==> config.mk <==
export PLATFORM = sky130hd
export DESIGN_NAME = vga_pixel_gen
export DESIGN_NICKNAME = d
export VERILOG_FILES = /design/src/rtl/vga_pixel_gen.sv
export SDC_FILE = /design/constraint.sdc
export NUM_CORES = 1
export LEC_CHECK = 0
export CORE_MARGIN = 5
export CORE_UTILIZATION = 30
export DETAILED_ROUTE_END_ITERATION = 12
export GPL_ROUTABILITY_DRIVEN = 0
export PLACE_DENSITY = 0.54
export SYNTH_ARGS = -nofsm -noshare
export SYNTH_HDL_FRONTEND = slang
export SYNTH_SLANG_ARGS = --single-unit
==> constraint.sdc <==
create_clock -name clk -period 2.3 [get_ports clk]
set_input_delay 0.575 -clock clk [delete_from_list [all_inputs] [get_ports clk]]
set_output_delay 0.575 -clock clk [all_outputs]
set_load 0.02 [all_outputs]
==> src/rtl/vga_pixel_gen.sv <==
// vga_pixel_gen: pixel-colour stage behind the VGA timing generator.
// Draws a background, a 1-px white border and a bouncing box that moves once per
// frame. RGB and the sync/blank signals are registered together, so all DAC-side
// outputs trail their inputs by exactly one clock.
// Ports:
//   clk        pixel clock
//   rst        asynchronous reset, active-low
//   en         1 = box moves on frame ticks, 0 = frozen
//   h_sync     horizontal sync in (active-low)
//   v_sync     vertical sync in (active-low); its falling edge is the frame tick
//   blank_n    1 = active video region
//   pos_x      current pixel column
//   pos_y      current pixel row
//   vga_r/g/b  registered colour
//   h_sync_o   h_sync delayed 1 clk
//   v_sync_o   v_sync delayed 1 clk
//   blank_n_o  blank_n delayed 1 clk
//   frame_cnt  frame ticks seen since reset, wrapping
module vga_pixel_gen #(
  parameter int unsigned H_ACTIVE = 640,
  parameter int unsigned V_ACTIVE = 480,
  parameter int unsigned BOX_SIZE = 32,
  parameter int unsigned STEP     = 2,
  parameter logic [23:0] BG_COLOR = 24'h000040
) (
  input  logic        clk,
  input  logic        rst,
  input  logic        en,
  input  logic        h_sync,
  input  logic        v_sync,
  input  logic        blank_n,
  input  logic [9:0]  pos_x,
  input  logic [9:0]  pos_y,
  output logic [7:0]  vga_r,
  output logic [7:0]  vga_g,
  output logic [7:0]  vga_b,
  output logic        h_sync_o,
  output logic        v_sync_o,
  output logic        blank_n_o,
  output logic [15:0] frame_cnt
);

  localparam int unsigned POS_W = 10;
  localparam int unsigned CMP_W = POS_W + 1;
  localparam int unsigned RGB_W = 24;
  localparam int unsigned CNT_W = 16;
  localparam int unsigned COL_W = 2;

  localparam logic [POS_W-1:0] LX     = POS_W'(H_ACTIVE - BOX_SIZE);
  localparam logic [POS_W-1:0] LY     = POS_W'(V_ACTIVE - BOX_SIZE);
  localparam logic [POS_W-1:0] STEP_P = POS_W'(STEP);
  localparam logic [POS_W-1:0] H_LAST = POS_W'(H_ACTIVE - 1);
  localparam logic [POS_W-1:0] V_LAST = POS_W'(V_ACTIVE - 1);
  localparam logic [CMP_W-1:0] BOX_W  = CMP_W'(BOX_SIZE);
  localparam logic [CMP_W-1:0] STEP_W = CMP_W'(STEP);

  localparam logic [RGB_W-1:0] WHITE = 24'hFFFFFF;

  // Result of advancing one axis by one frame.
  typedef struct packed {
    logic [POS_W-1:0] pos;
    logic             dir_pos;
    logic             bounce;
  } axis_t;

  // Box state
  logic [POS_W-1:0] box_x;
  logic [POS_W-1:0] box_y;
  logic             dir_x;      // 1 = moving towards larger coordinates
  logic             dir_y;
  logic [COL_W-1:0] col_idx;

  // Frame-tick detection
  logic             v_sync_d;
  logic             sync_primed;
  logic             tick_c;

  axis_t            axis_x_c;
  axis_t            axis_y_c;

  logic             in_box_c;
  logic             border_c;
  logic [RGB_W-1:0] palette_c;
  logic [RGB_W-1:0] rgb_c;

  // One axis update: saturate at the limit or at zero and reverse direction there.
  function automatic axis_t axis_step(input logic [POS_W-1:0] pos,
                                      input logic             dir_pos,
                                      input logic [POS_W-1:0] lim);
    axis_t            res;
    logic [CMP_W-1:0] nx;
    res.pos     = pos;
    res.dir_pos = dir_pos;
    res.bounce  = 1'b0;
    nx          = {1'b0, pos} + STEP_W;
    if (dir_pos) begin
      if (nx >= {1'b0, lim}) begin
        res.pos     = lim;
        res.dir_pos = 1'b0;
        res.bounce  = 1'b1;
      end else begin
        res.pos = nx[POS_W-1:0];
      end
    end else begin
      if (pos <= STEP_P) begin
        res.pos     = '0;
        res.dir_pos = 1'b1;
        res.bounce  = 1'b1;
      end else begin
        res.pos = pos - STEP_P;
      end
    end
    return res;
  endfunction

  // Falling edge of v_sync. v_sync_d is only trusted once it has sampled a real
  // clock after reset, so v_sync already low at reset release is not a tick.
  always_comb begin
    tick_c = sync_primed & v_sync_d & ~v_sync;
  end

  // Candidate next positions for both axes
  always_comb begin
    axis_x_c = axis_step(box_x, dir_x, LX);
    axis_y_c = axis_step(box_y, dir_y, LY);
  end

  // Frame counter, box motion and colour index
  always_ff @(posedge clk or negedge rst) begin
    if (!rst) begin
      v_sync_d    <= 1'b1;
      sync_primed <= 1'b0;
      frame_cnt   <= '0;
      box_x       <= '0;
      box_y       <= '0;
      dir_x       <= 1'b1;
      dir_y       <= 1'b1;
      col_idx     <= '0;
    end else begin
      v_sync_d    <= v_sync;
      sync_primed <= 1'b1;
      if (tick_c) begin
        frame_cnt <= frame_cnt + CNT_W'(1);
        if (en) begin
          box_x <= axis_x_c.pos;
          dir_x <= axis_x_c.dir_pos;
          box_y <= axis_y_c.pos;
          dir_y <= axis_y_c.dir_pos;
          // A corner bounce still advances the colour only once.
          if (axis_x_c.bounce || axis_y_c.bounce) begin
            col_idx <= col_idx + COL_W'(1);
          end
        end
      end
    end
  end

  // Box and border hit tests; box compare is done one bit wider so box+size cannot wrap.
  always_comb begin
    in_box_c = ({1'b0, pos_x} >= {1'b0, box_x}) &&
               ({1'b0, pos_x} <  ({1'b0, box_x} + BOX_W)) &&
               ({1'b0, pos_y} >= {1'b0, box_y}) &&
               ({1'b0, pos_y} <  ({1'b0, box_y} + BOX_W));
    border_c = (pos_x == '0) || (pos_x == H_LAST) ||
               (pos_y == '0) || (pos_y == V_LAST);
  end

  // Box palette
  always_comb begin
    palette_c = 24'hFF0000;
    case (col_idx)
      2'd0:    palette_c = 24'hFF0000;
      2'd1:    palette_c = 24'h00FF00;
      2'd2:    palette_c = 24'h0000FF;
      default: palette_c = 24'hFFFF00;
    endcase
  end

  // Colour priority: blank, box, border, background
  always_comb begin
    rgb_c = BG_COLOR;
    if (!blank_n) begin
      rgb_c = '0;
    end else if (in_box_c) begin
      rgb_c = palette_c;
    end else if (border_c) begin
      rgb_c = WHITE;
    end
  end

  // Output register: colour and re-timed syncs stay aligned
  always_ff @(posedge clk or negedge rst) begin
    if (!rst) begin
      vga_r     <= '0;
      vga_g     <= '0;
      vga_b     <= '0;
      h_sync_o  <= 1'b1;
      v_sync_o  <= 1'b1;
      blank_n_o <= 1'b0;
    end else begin
      vga_r     <= rgb_c[23:16];
      vga_g     <= rgb_c[15:8];
      vga_b     <= rgb_c[7:0];
      h_sync_o  <= h_sync;
      v_sync_o  <= v_sync;
      blank_n_o <= blank_n;
    end
  end

endmodule

==> impl_summary.log, run 1 <==
INFO  metric status = complete, but fails checks
INFO  metric violations = setup timing
INFO  metric tritoncts_clock_tree = built
INFO  metric p_leak = 2.26 nW
INFO  metric drc = 0
INFO  metric cts_htree_levels = 2
INFO  metric worst_ep_arrival_time = 2570 ps
INFO  metric dr.first_iter.drc_count = 197
INFO  metric design.core.area = 12,500 um2
INFO  metric finalWorstPathRequiredPeriod = 2390 ps
INFO  metric floorplan_die_height = 123 um
INFO  metric worstSetupStartpointType = flop
INFO  metric worst_setup_path_end_kind = flop
INFO  metric total_power = 4.01 mW
INFO  metric clkTransAtPathRegs = 70 ps
INFO  metric syn_avg_cell_area = 8.87 um2
INFO  metric mostFrequentLayoutCells = buf_4, clkdlybuf4s50_1, dfrtp_1
INFO  metric final_max_slew_viol_count = 0
INFO  metric via_per_instance_ratio = 5.01
INFO  metric antenna_cells_inserted = 0
INFO  metric final.period_utilization = 104%
INFO  metric die_width = 123 um
INFO  metric synthesis.area = 3800 um2
INFO  metric vias = 3,606
INFO  metric post-dp-hpwl = 8370 um
INFO  metric synthDistinctLibCells = 65
INFO  metric postSynthCellCount = 429
INFO  metric worst_skew_pair.late_latency = 300 ps
INFO  metric critical-path-slowest-cell = dfrtp_2
INFO  metric routedWlPerCell = 14.6 um
INFO  metric synth.area.top_cells = dfrtp_1, ha_1, buf_4
INFO  metric count_of_flip_flops_with_a_built_in_enable_after_synthesis = 0
INFO  metric cpLargestDelayFamily = compound AO/OA/AOI/OAI gates
INFO  metric io_pins = 69
INFO  metric crit_path_largest_cell_delay = 440 ps
INFO  metric grt-ovfl-total = 0
INFO  metric layout_commonest_cell = buf_4
INFO  metric drv.max_cap_violation_count = 0
INFO  metric crit_type = reg -> reg
INFO  metric area_growth = 40.6%
INFO  metric drt_pass1_iterations = 5
INFO  metric vdd.ir_drop.worst = 0.000355 V
INFO  metric synth_top_area_share = 27.6%
INFO  metric core.rowCount = 41
INFO  metric first_global_vias = 3,462
INFO  metric timing.final.hold_violations = 0
INFO  metric clock_sink_count = 46
INFO  metric placement_stage_cell_area = 5070 um2
INFO  metric cp_cell_sequence = and3_4 > xnor2_2 > ha_1 > a21o_1 > a21oi_2 > o221ai_2 > a311oi_4 > a311oi_2 > a31o_1
INFO  metric timing.critical_path.buf_inv = 0
INFO  metric final.setup_skew = 9.44 ps
INFO  metric finish.net_count = 615
INFO  metric worst_slew_margin_rel = 61.2%
INFO  metric drive_above_1_share = 24.1%
INFO  metric ys_seq_area_share = 30.4%
INFO  metric floorplan.die_area = 15,000 um2
INFO  metric number_of_failing_setup_endpoints_in_the_final_timing_report = 4
INFO  metric worstPathRequired = 2480 ps
INFO  metric grt_pass1_wl = 16,900 um
INFO  metric cts_root_buffer = clkbuf_16
INFO  metric netlist.top_cell.by_area = dfrtp_1
INFO  metric finalInstanceArea = 5350 um2
INFO  metric powerDensity = 750 nW/um2
INFO  metric number_of_buffers_created_by_cts = 5
INFO  metric initial_core_utilization = 30.4%
INFO  metric yosys_warnings = 0
INFO  metric maximum_fanout_along_the_worst_path = 4
INFO  metric worst_slack = -91.0 ps
INFO  metric post-route-util = 42.7%
INFO  metric timing.hold.worst.class = in -> async
INFO  metric rsz0062_at_grt = true
INFO  metric yosys_register_bits = 46
INFO  metric ys.flop_type = dfrtp_1
INFO  metric maxClockFrequency = 0.418 GHz
INFO  metric groute.usage.overall = 14.1%
INFO  metric filler_cell_count = 1,284
INFO  metric drt.antenna.violating_nets = 0
INFO  metric drt-total-wl = 10,500 um
INFO  metric antenna_found_initial = 0
INFO  metric cts_hold_repair.buffers = 0
INFO  metric grt_start_max_net_pins = 26
INFO  metric least_margin_pin_slew = 581 ps
INFO  metric io_buffer_count = 68
INFO  metric net_count_of_the_mapped_netlist = 497
INFO  metric synth_async_sr_flop_share = 100%
INFO  metric cts_max_path_buffers = 2
path summary, 6_finish.rpt:
path | cells after the start | end | from | slack, ps
setup / recovery | 9 | vga_r[6] | box_x[6] | -90
hold / removal | 1 | box_x[1] | rst | 270
setup reg to reg | 9 | vga_r[6] | box_x[6] | -90
hold reg to reg | 1 | frame_cnt[15] | frame_cnt[15] | 460
max in group asynchronous | 2 | v_sync_o | rst | 1420
min in group clk | 1 | frame_cnt[15] | frame_cnt[15] | 460
cell families after synthesis:
group	count (synthesis)	synth area share, %
adders and majority gates	42	13.8
buffers and inverters	65	9.34
DFF	46	30.4
and+or+nand+nor	130	18.4
muxes	2	0.559
xor gates and xnor gates	26	5.98
other	1	0.0986
AOI/OAI and AO/OA	117	21.4
repair_timing:
item,4_1_cts,5_1_grt
pin swaps,15,1
resized for setup,22,9
setup endpoints to repair,4,10
buffers inserted,2,1
cell usage after synthesis, drive strengths merged, types with 5 or more instances:
cell and instances:
a211oi 5, a21oi 26, a22oi 6, and2 6, and3 9, buf 30
clkbuf 7, dfrtp 42, ha 42, inv 28, nand2 26, nand3 18
nand4 14, nor2 18, nor3 16, nor4 8, o21ai 34, o22ai 6
o31ai 5, xnor2 22
metal layers:
metal  track usage, %  up-vias  part of all wire [%]
li1                 -     1798                     -
met1             17.7     1693                    44
met2             24.3      106                    49
met3             3.27        9                   5.8
met4             3.85        0                   1.2
met5                0        -                     0
registers in the layout, indices dropped and copies added, names as in the netlist:
name / flops
frame_cnt: 16
box_x: 9
box_y: 9
col_idx: 2
vga_b: 2
blank_n_o: 1
dir_x: 1
dir_y: 1
h_sync_o: 1
sync_primed: 1
v_sync_o: 1
vga_g: 1
vga_r: 1
report_power, final:
part	switching, mW	internal (mW)
Combinational	1.15	0.990
Clock	0.353	0.409
Sequential	0.147	0.962
area by class of cell:
class	instances	area, um2	area share (%)
multi-input cells	318	2420	45.3
repair buffers	148	1300	24.3
flip-flops and latches	46	1160	21.6
well taps	172	215	4.02
clock buffers	5	125	2.34
inverters	28	105	1.96
clock inverters	3	25.0	0.468
through the flow:
step | setup TNS (ps) | instances | hold WS (ps) | setup slack [ps]
after detailed placement | -2410 | 709 | 459 | -633
final | -226 | 720 | 272 | -91.0
after global routing | -734 | 720 | 321 | -224
after CTS | -174 | 719 | 297 | -75.1
after global placement | -2320 | 709 | 457 | -604
after floorplan | 0 | 429 | 279 | 32.7
worst reg2reg max path: cells and delay by family, from the launching register on:
| kind | cells | cell delay (ps) |
|---|---|---|
| fa+ha+maj | 1 | 310 |
| xor+xnor | 1 | 130 |
| flops | 1 | 440 |
| simple gates | 1 | 190 |
| compound gates | 6 | 1210 |
Note: power is estimated with default switching activity, not from simulation.
==> run 2, diff against run 1 <==
--- a/config.mk
+++ b/config.mk
@@ -5,6 +5,7 @@
 export SDC_FILE = /design/constraint.sdc
 export NUM_CORES = 1
 export LEC_CHECK = 0
+export CORE_ASPECT_RATIO = 1.5
 export CORE_MARGIN = 5
 export CORE_UTILIZATION = 30
 export DETAILED_ROUTE_END_ITERATION = 12
==> run 2 against run 1 <==
Effect of this change: first-iteration DRC count down 43%; largest power group unchanged; critical path type is now in -> reg; via count up 1.4%; highest routed layer unchanged; final cell count down 3.2%; the flow now finishes without violations; critical endpoint unchanged; routed wire length up 2.1%; clock power up 11%; die area up 0.30%.
==> impl_summary.log, run 2 (synthesis results as in run 1) <==
INFO  metric status = finished, final reports clean (was complete, but fails checks)
INFO  metric area_growth = 38.3% (was 40.6%)
INFO  metric initial_core_utilization = 30.6% (was 30.4%)
INFO  metric worstSetupStartpointType = input port (was flop)
INFO  metric maximum_fanout_along_the_worst_path = 3 (was 4)
INFO  metric post_layout_nonfiller_instances = 697 (was 720)
INFO  metric post-route-util = 42.3% (was 42.7%)
INFO  metric vdd.ir_drop.worst = 0.000289 V (was 0.000355 V)
INFO  metric tritoncts_clock_tree = built (unchanged)
INFO  metric clock_sink_count = 46 (unchanged)
INFO  metric floorplan.die_area = 15,100 um2 (was 15,000 um2)
INFO  metric cp_common_cell = a311oi_2
INFO  metric setup_ws_pre_cts = -584 ps (was -633 ps)
INFO  metric p_leak = 2.23 nW (was 2.26 nW)
INFO  metric via_per_instance_ratio = 5.25 (was 5.01)
INFO  metric cp_cell_sequence = clkdlybuf4s50_1 > ha_1 > nor3_2 > a22oi_2 > a2111o_1 > a311oi_2 > a311oi_2 > a31o_1 (was and3_4 > xnor2_2 > ha_1 > a21o_1 > a21oi_2 > o221ai_2 > a311oi_4 > a311oi_2 > a31o_1)
INFO  metric cts_root_buffer = clkbuf_16 (unchanged)
INFO  metric drt-total-wl = 10,700 um (was 10,500 um)
INFO  metric worst_ep_arrival_time = 2470 ps (was 2570 ps)
INFO  metric floorplan_die_height = 148 um (was 123 um)
INFO  metric post-dp-hpwl = 8630 um (was 8370 um)
INFO  metric timing.critical_path.buf_inv = 1 (was 0)
INFO  metric crit_path_largest_cell_delay = 430 ps (was 440 ps)
INFO  metric finalWorstPathRequiredPeriod = 2290 ps (was 2390 ps)
INFO  metric dp.cells = 687 (was 709)
INFO  metric worst_setup_path_end_kind = flop (unchanged)
INFO  metric drt_pass1_iterations = 4 (was 5)
INFO  metric final.setup_skew = 7.05 ps (was 9.44 ps)
INFO  metric dr.first_iter.drc_count = 112 (was 197)
INFO  metric first_global_vias = 3,698 (was 3,462)
INFO  metric timing.hold.worst.class = in -> async (unchanged)
INFO  metric largestRegisters = frame_cnt: 16 flops, box_x: 9 flops, box_y: 9 flops (unchanged)
INFO  metric timing.final.hold_violations = 0 (unchanged)
INFO  metric dr_wl_met2 = 6100 um (was 5170 um)
INFO  metric drt.antenna.violating_nets = 0 (unchanged)
INFO  metric core.rowCount = 50 (was 41)
INFO  metric flip_flop_count_of_the_largest_register_all_copies_and_words_added = 16 (unchanged)
INFO  metric worst_skew_pair.late_latency = 290 ps (was 300 ps)
INFO  metric met3_length = 289 um (was 614 um)
INFO  metric cpLargestDelayFamily = compound AO/OA/AOI/OAI gates (unchanged)
INFO  metric total_power = 4.04 mW (was 4.01 mW)
INFO  metric groute.usage.overall = 14.4% (was 14.1%)
INFO  metric io_pins = 69 (unchanged)
INFO  metric worst_hold_slack = 381 ps (was 272 ps)
INFO  metric drv.max_cap_violation_count = 0 (unchanged)
INFO  metric finish.net_count = 608 (was 615)
INFO  metric number_of_buffers_created_by_cts = 5 (unchanged)
INFO  metric topRoutingLayerUsed = met4 (unchanged)
INFO  metric vias = 3,657 (was 3,606)
INFO  metric worst_slack = 7.08 ps (was -91.0 ps)
INFO  metric die_width = 102 um (was 123 um)
INFO  metric wl_met1 = 3970 um (was 4610 um)
INFO  metric routedWlPerCell = 15.4 um (was 14.6 um)
INFO  metric rsz0062_at_grt = true (unchanged)
INFO  metric worst_slew_margin_rel = 58.1% (was 61.2%)
INFO  metric drc = 0 (unchanged)
INFO  metric final_max_slew_viol_count = 0 (unchanged)
INFO  metric grt_start_max_net_pins = 47 (was 26)
INFO  metric largest-register = frame_cnt (unchanged)
INFO  metric antenna_cells_inserted = 0 (unchanged)
INFO  metric maxClockFrequency = 0.436 GHz (was 0.418 GHz)
INFO  metric cts_max_path_buffers = 2 (unchanged)
INFO  metric grt_pass1_wl = 17,600 um (was 16,900 um)
INFO  metric io_buffer_count = 68 (unchanged)
INFO  metric powerDensity = 767 nW/um2 (was 750 nW/um2)
INFO  metric clkTransAtPathRegs = 60 ps (was 70 ps)
INFO  metric least_margin_pin_slew = 629 ps (was 581 ps)
INFO  metric design.core.area = 12,400 um2 (was 12,500 um2)
INFO  metric drive_above_1_share = 22.6% (was 24.1%)
INFO  metric crit_type = in -> reg (was reg -> reg)
INFO  metric critical-path-slowest-cell = clkdlybuf4s50_1 (was dfrtp_2)
INFO  metric layout_commonest_cell = buf_4 (unchanged)
INFO  metric worstPathRequired = 2480 ps (about the same)
INFO  metric mostFrequentLayoutCells = buf_4, clkdlybuf4s50_1, dfrtp_1 (unchanged)
INFO  metric cts_htree_levels = 2 (unchanged)
INFO  metric antenna_found_initial = 0 (unchanged)
INFO  metric number_of_failing_setup_endpoints_in_the_final_timing_report = 0 (was 4)
INFO  metric final.period_utilization = 99.7% (was 104%)
INFO  metric filler_cell_count = 1,242 (was 1,284)
INFO  metric grt-ovfl-total = 0 (unchanged)
## run 2: cell count changes in the layout (fill, tap and decap cells not counted), sizes merged
cell           previous run  this run
buf                      81        74
bufinv                    0         1
clkdlybuf4s50            63        61
clkinvlp                  1         0
dlygate4sd2               4         6
## run 2: routing by layer
layer  up-vias  GRT usage (%)
met5         -              0
met4         0           6.57
met3        24           1.61
met2        67           28.0
met1      1784           15.0
li1       1782              -
## run 2: worst paths after layout
kind                          startpoint             to  slack (ps)  depth (start not counted)
min in group clk           frame_cnt[15]  frame_cnt[15]         470                          1
hold / removal                       rst     col_idx[1]         380                          2
setup reg to reg                box_x[6]       vga_r[6]          20                          9
hold reg to reg            frame_cnt[15]  frame_cnt[15]         470                          1
setup / recovery                pos_y[2]       vga_r[6]           7                          8
max in group asynchronous            rst       box_x[6]        1450                          2
## run 2: per-stage QoR
step	setup TNS (ps)	instance area (um2)
after CTS	0	5260
final	0	5260
after floorplan	0	3830
after global routing	-399	5260
after detailed placement	-2250	5000
after global placement	-1950	5000
## run 2: power by group
group          switching, mW  total (mW)  internal [mW]  leakage [nW]
clock network          0.331       0.846          0.515        0.0842
logic                   1.13        2.09          0.953          1.58
registers              0.144        1.11          0.963         0.560
## run 2: timing repair
action	in CTS	in global routing
hold buffers	0	0
pin swaps	17	3
buffers inserted	2	0
endpoints found under the setup margin	4	5
resized for setup	25	2
## run 2: layout make-up
class                      instances  area, um2  share of cell area [%]
multi-input combinational        318       2390                    45.5
timing repair buffer             141       1240                    23.6
sequential                        46       1160                    22.0
tap                              156        195                    3.71
clock buffer                       5        125                    2.38
inverter                          28        105                    2.00
clock inverter                     3       43.8                   0.832
## run 2: worst register-to-register path, delay by kind of cell, from the launching register on
| kind | cells | cell delay, ps |
|---|---|---|
| XOR/XNOR | 1 | 120 |
| flip-flops | 1 | 460 |
| AO/OA/AOI/OAI | 6 | 1080 |
| AND/OR/NAND/NOR | 1 | 190 |
| adder cells (fa/ha/maj) | 1 | 310 |
==> run 3, diff against run 2 <==
--- a/config.mk
+++ b/config.mk
@@ -7,10 +7,10 @@
 export LEC_CHECK = 0
 export CORE_ASPECT_RATIO = 1.5
 export CORE_MARGIN = 5
-export CORE_UTILIZATION = 30
+export CORE_UTILIZATION = 48
 export DETAILED_ROUTE_END_ITERATION = 12
 export GPL_ROUTABILITY_DRIVEN = 0
-export PLACE_DENSITY = 0.54
+export PLACE_DENSITY = 0.79
 export SYNTH_ARGS = -nofsm -noshare
 export SYNTH_HDL_FRONTEND = slang
 export SYNTH_SLANG_ARGS = --single-unit
==> run 3 against run 2 <==
Effect of this change: the flow now finishes with violations (setup timing); power is 0.31% higher; non-clock buffer count is 13 lower; sequential cell count stayed put; critical endpoint unchanged; highest routed layer unchanged.
==> impl_summary.log, run 3 (synthesis results as in run 1) <==
INFO  metric status = complete, but fails checks (was finished, final reports clean)
INFO  metric violations = setup timing
INFO  metric maxClockFrequency = 0.411 GHz (was 0.436 GHz)
INFO  metric rsz0062_at_grt = true (unchanged)
INFO  metric worst_ep_arrival_time = 2650 ps (was 2470 ps)
INFO  metric crit_path_largest_cell_delay = 530 ps (was 430 ps)
INFO  metric clkTransAtPathRegs = 70 ps (was 60 ps)
INFO  metric largest-register = frame_cnt (unchanged)
INFO  metric setup_ws_pre_cts = -628 ps (was -584 ps)
INFO  metric floorplan_die_height = 119 um (was 148 um)
INFO  metric drt.antenna.violating_nets = 0 (unchanged)
INFO  metric drt_pass1_iterations = 5 (was 4)
INFO  metric grt_pass1_wl = 17,200 um (was 17,600 um)
INFO  metric initial_core_utilization = 49.7% (was 30.6%)
INFO  metric design.core.area = 7660 um2 (was 12,400 um2)
INFO  metric grt_start_max_net_pins = 47 (unchanged)
INFO  metric cp_cell_sequence = clkdlybuf4s50_1 > ha_4 > nand3b_1 > a21oi_2 > nor3_2 > or3_4 > a311oi_2 > a31o_1 (was clkdlybuf4s50_1 > ha_1 > nor3_2 > a22oi_2 > a2111o_1 > a311oi_2 > a311oi_2 > a31o_1)
INFO  metric cts_hold_repair.buffers = 0 (unchanged)
INFO  metric grt-ovfl-total = 0 (unchanged)
INFO  metric number_of_buffers_created_by_cts = 5 (unchanged)
INFO  metric cts_max_path_buffers = 2 (unchanged)
INFO  metric drt-total-wl = 10,800 um (was 10,700 um)
INFO  metric least_margin_pin_slew = 577 ps (was 629 ps)
INFO  metric floorplan.die_area = 9840 um2 (was 15,100 um2)
INFO  metric maximum_fanout_along_the_worst_path = 4 (was 3)
INFO  metric worstSetupStartpointType = input port (unchanged)
INFO  metric antenna_cells_inserted = 0 (unchanged)
INFO  metric via_per_instance_ratio = 6.03 (was 5.25)
INFO  metric p_leak = 2.18 nW (was 2.23 nW)
INFO  metric io_buffer_count = 68 (unchanged)
INFO  metric drive_above_1_share = 24.6% (was 22.6%)
INFO  metric worst_slack = -133 ps (was 7.08 ps)
INFO  metric post-dp-hpwl = 8040 um (was 8630 um)
INFO  metric final.period_utilization = 106% (was 99.7%)
INFO  metric vdd.ir_drop.worst = 0.000486 V (was 0.000289 V)
INFO  metric drv.max_cap_violation_count = 0 (unchanged)
INFO  metric first_global_vias = 3,774 (was 3,698)
INFO  metric worst_slew_margin_rel = 61.6% (was 58.1%)
INFO  metric mostFrequentLayoutCells = clkdlybuf4s50_1, buf_4, dfrtp_1 (was buf_4, clkdlybuf4s50_1, dfrtp_1)
INFO  metric routedWlPerCell = 17.2 um (was 15.4 um)
INFO  metric finalWorstPathRequiredPeriod = 2430 ps (was 2290 ps)
INFO  metric groute.usage.overall = 21.9% (was 14.4%)
INFO  metric worst_setup_path_end_kind = flop (unchanged)
INFO  metric switching_portion_of_total_power = 42.4% (was 39.8%)
INFO  metric die_width = 82.7 um (was 102 um)
INFO  metric critical-path-slowest-cell = clkdlybuf4s50_1 (unchanged)
INFO  metric layout_commonest_cell = clkdlybuf4s50_1 (was buf_4)
INFO  metric worst_skew_pair.late_latency = 290 ps (about the same)
INFO  metric timing.critical_path.buf_inv = 1 (unchanged)
INFO  metric timing.final.hold_violations = 0 (unchanged)
INFO  metric filler_cell_count = 599 (was 1,242)
INFO  metric drc = 0 (unchanged)
INFO  metric antenna_found_initial = 0 (unchanged)
INFO  metric largestRegisters = frame_cnt: 16 flops, box_x: 9 flops, box_y: 9 flops (unchanged)
INFO  metric final_max_slew_viol_count = 0 (unchanged)
INFO  metric finish.net_count = 595 (was 608)
INFO  metric tritoncts_clock_tree = built (unchanged)
INFO  metric cts_root_buffer = clkbuf_16 (unchanged)
INFO  metric number_of_failing_setup_endpoints_in_the_final_timing_report = 3 (was 0)
INFO  metric area_growth = 38.2% (was 38.3%)
INFO  metric clkPwrFrac = 18.1% (was 20.9%)
INFO  metric vias = 3,798 (was 3,657)
INFO  metric dr.first_iter.drc_count = 353 (was 112)
INFO  metric powerDensity = 771 nW/um2 (was 767 nW/um2)
INFO  metric cpLargestDelayFamily = compound AO/OA/AOI/OAI gates (unchanged)
INFO  metric p_sw = 1.72 mW (was 1.61 mW)
INFO  metric cts_htree_levels = 2 (unchanged)
INFO  metric total_power = 4.05 mW (was 4.04 mW)
INFO  metric power.share.combinational = 53.6% (was 51.7%)
INFO  metric core.rowCount = 39 (was 50)
INFO  metric sequentialPowerShare = 28.3% (was 27.4%)
INFO  metric flip_flop_count_of_the_largest_register_all_copies_and_words_added = 16 (unchanged)
INFO  metric final.setup_skew = 3.48 ps (was 7.05 ps)
INFO  metric post-route-util = 68.6% (was 42.3%)
INFO  metric crit_type = in -> reg (unchanged)
INFO  metric worstPathRequired = 2520 ps (was 2480 ps)
INFO  metric io_pins = 69 (unchanged)
INFO  metric cell_internal_pwr = 2.33 mW (was 2.43 mW)
INFO  metric timing.hold.worst.class = in -> async (unchanged)
INFO  metric clock_sink_count = 46 (unchanged)
-- run 3: cell count changes in the layout (fill, tap and decap cells not counted), sizes merged --
cell           before  now
buf                74   61
bufinv              1    0
clkdlybuf4s50      61   62
dlymetal6s2s        0    1
clkinvlp            0    1
dlygate4sd2         6    4
-- run 3: timing repair --
| item | CTS | global route |
|---|---|---|
| endpoints found under the setup margin | 5 | 14 |
| pin swaps | 18 | 10 |
| setup buffers | 5 | 1 |
| gates resized for setup | 31 | 26 |
| endpoints found under the hold margin | 0 | 0 |
-- run 3: area by class of cell --
class | instances | area, um2 | share of cell area, %
clock buffer | 5 | 125 | 2.38
clock inverter | 3 | 25.0 | 0.476
inverter | 28 | 105 | 2.00
multi-input combinational | 318 | 2580 | 49.0
sequential | 46 | 1160 | 22.0
tap | 102 | 128 | 2.43
timing repair buffer | 128 | 1140 | 21.7
-- run 3: power by group through the flow --
stage                     logic (mW)  clock network [mW]  registers [mW]
after floorplan                 1.13                   0            1.16
after global placement          1.81                   0            1.13
after detailed placement        1.88                   0            1.15
after CTS                       2.01               0.743            1.14
after global routing            2.35               0.783            1.18
final                           2.17               0.733            1.15
-- run 3: metrics by stage --
| step | hold slack [ps] | instances | area [um2] | TNS, ps |
|---|---|---|---|---|
| final | 377 | 630 | 5260 | -315 |
| after detailed placement | 455 | 616 | 4790 | -2450 |
| after CTS | 393 | 629 | 5110 | -239 |
| after global placement | 456 | 616 | 4790 | -2140 |
| after floorplan | 279 | 429 | 3830 | 0 |
| after global routing | 436 | 630 | 5260 | -643 |
-- run 3: layer usage --
metal	wire, um	global-route usage, %
met5	0	0
met4	512	9.61
met3	586	3.02
met2	5940	41.4
met1	3780	22.9
-- run 3: path summary, 6_finish.rpt --
kind                               startpoint       endpoint  slack [ps]  cells past startpoint
worst max-delay path                 pos_x[5]       vga_r[6]        -130                      8
worst min-delay path                      rst       box_y[4]         380                      2
worst max register to register       box_x[5]       vga_r[6]        -110                     11
worst min register to register  frame_cnt[15]  frame_cnt[15]         460                      1
max in group asynchronous                 rst       box_x[6]        1510                      2
min in group clk                frame_cnt[15]  frame_cnt[15]         460                      1
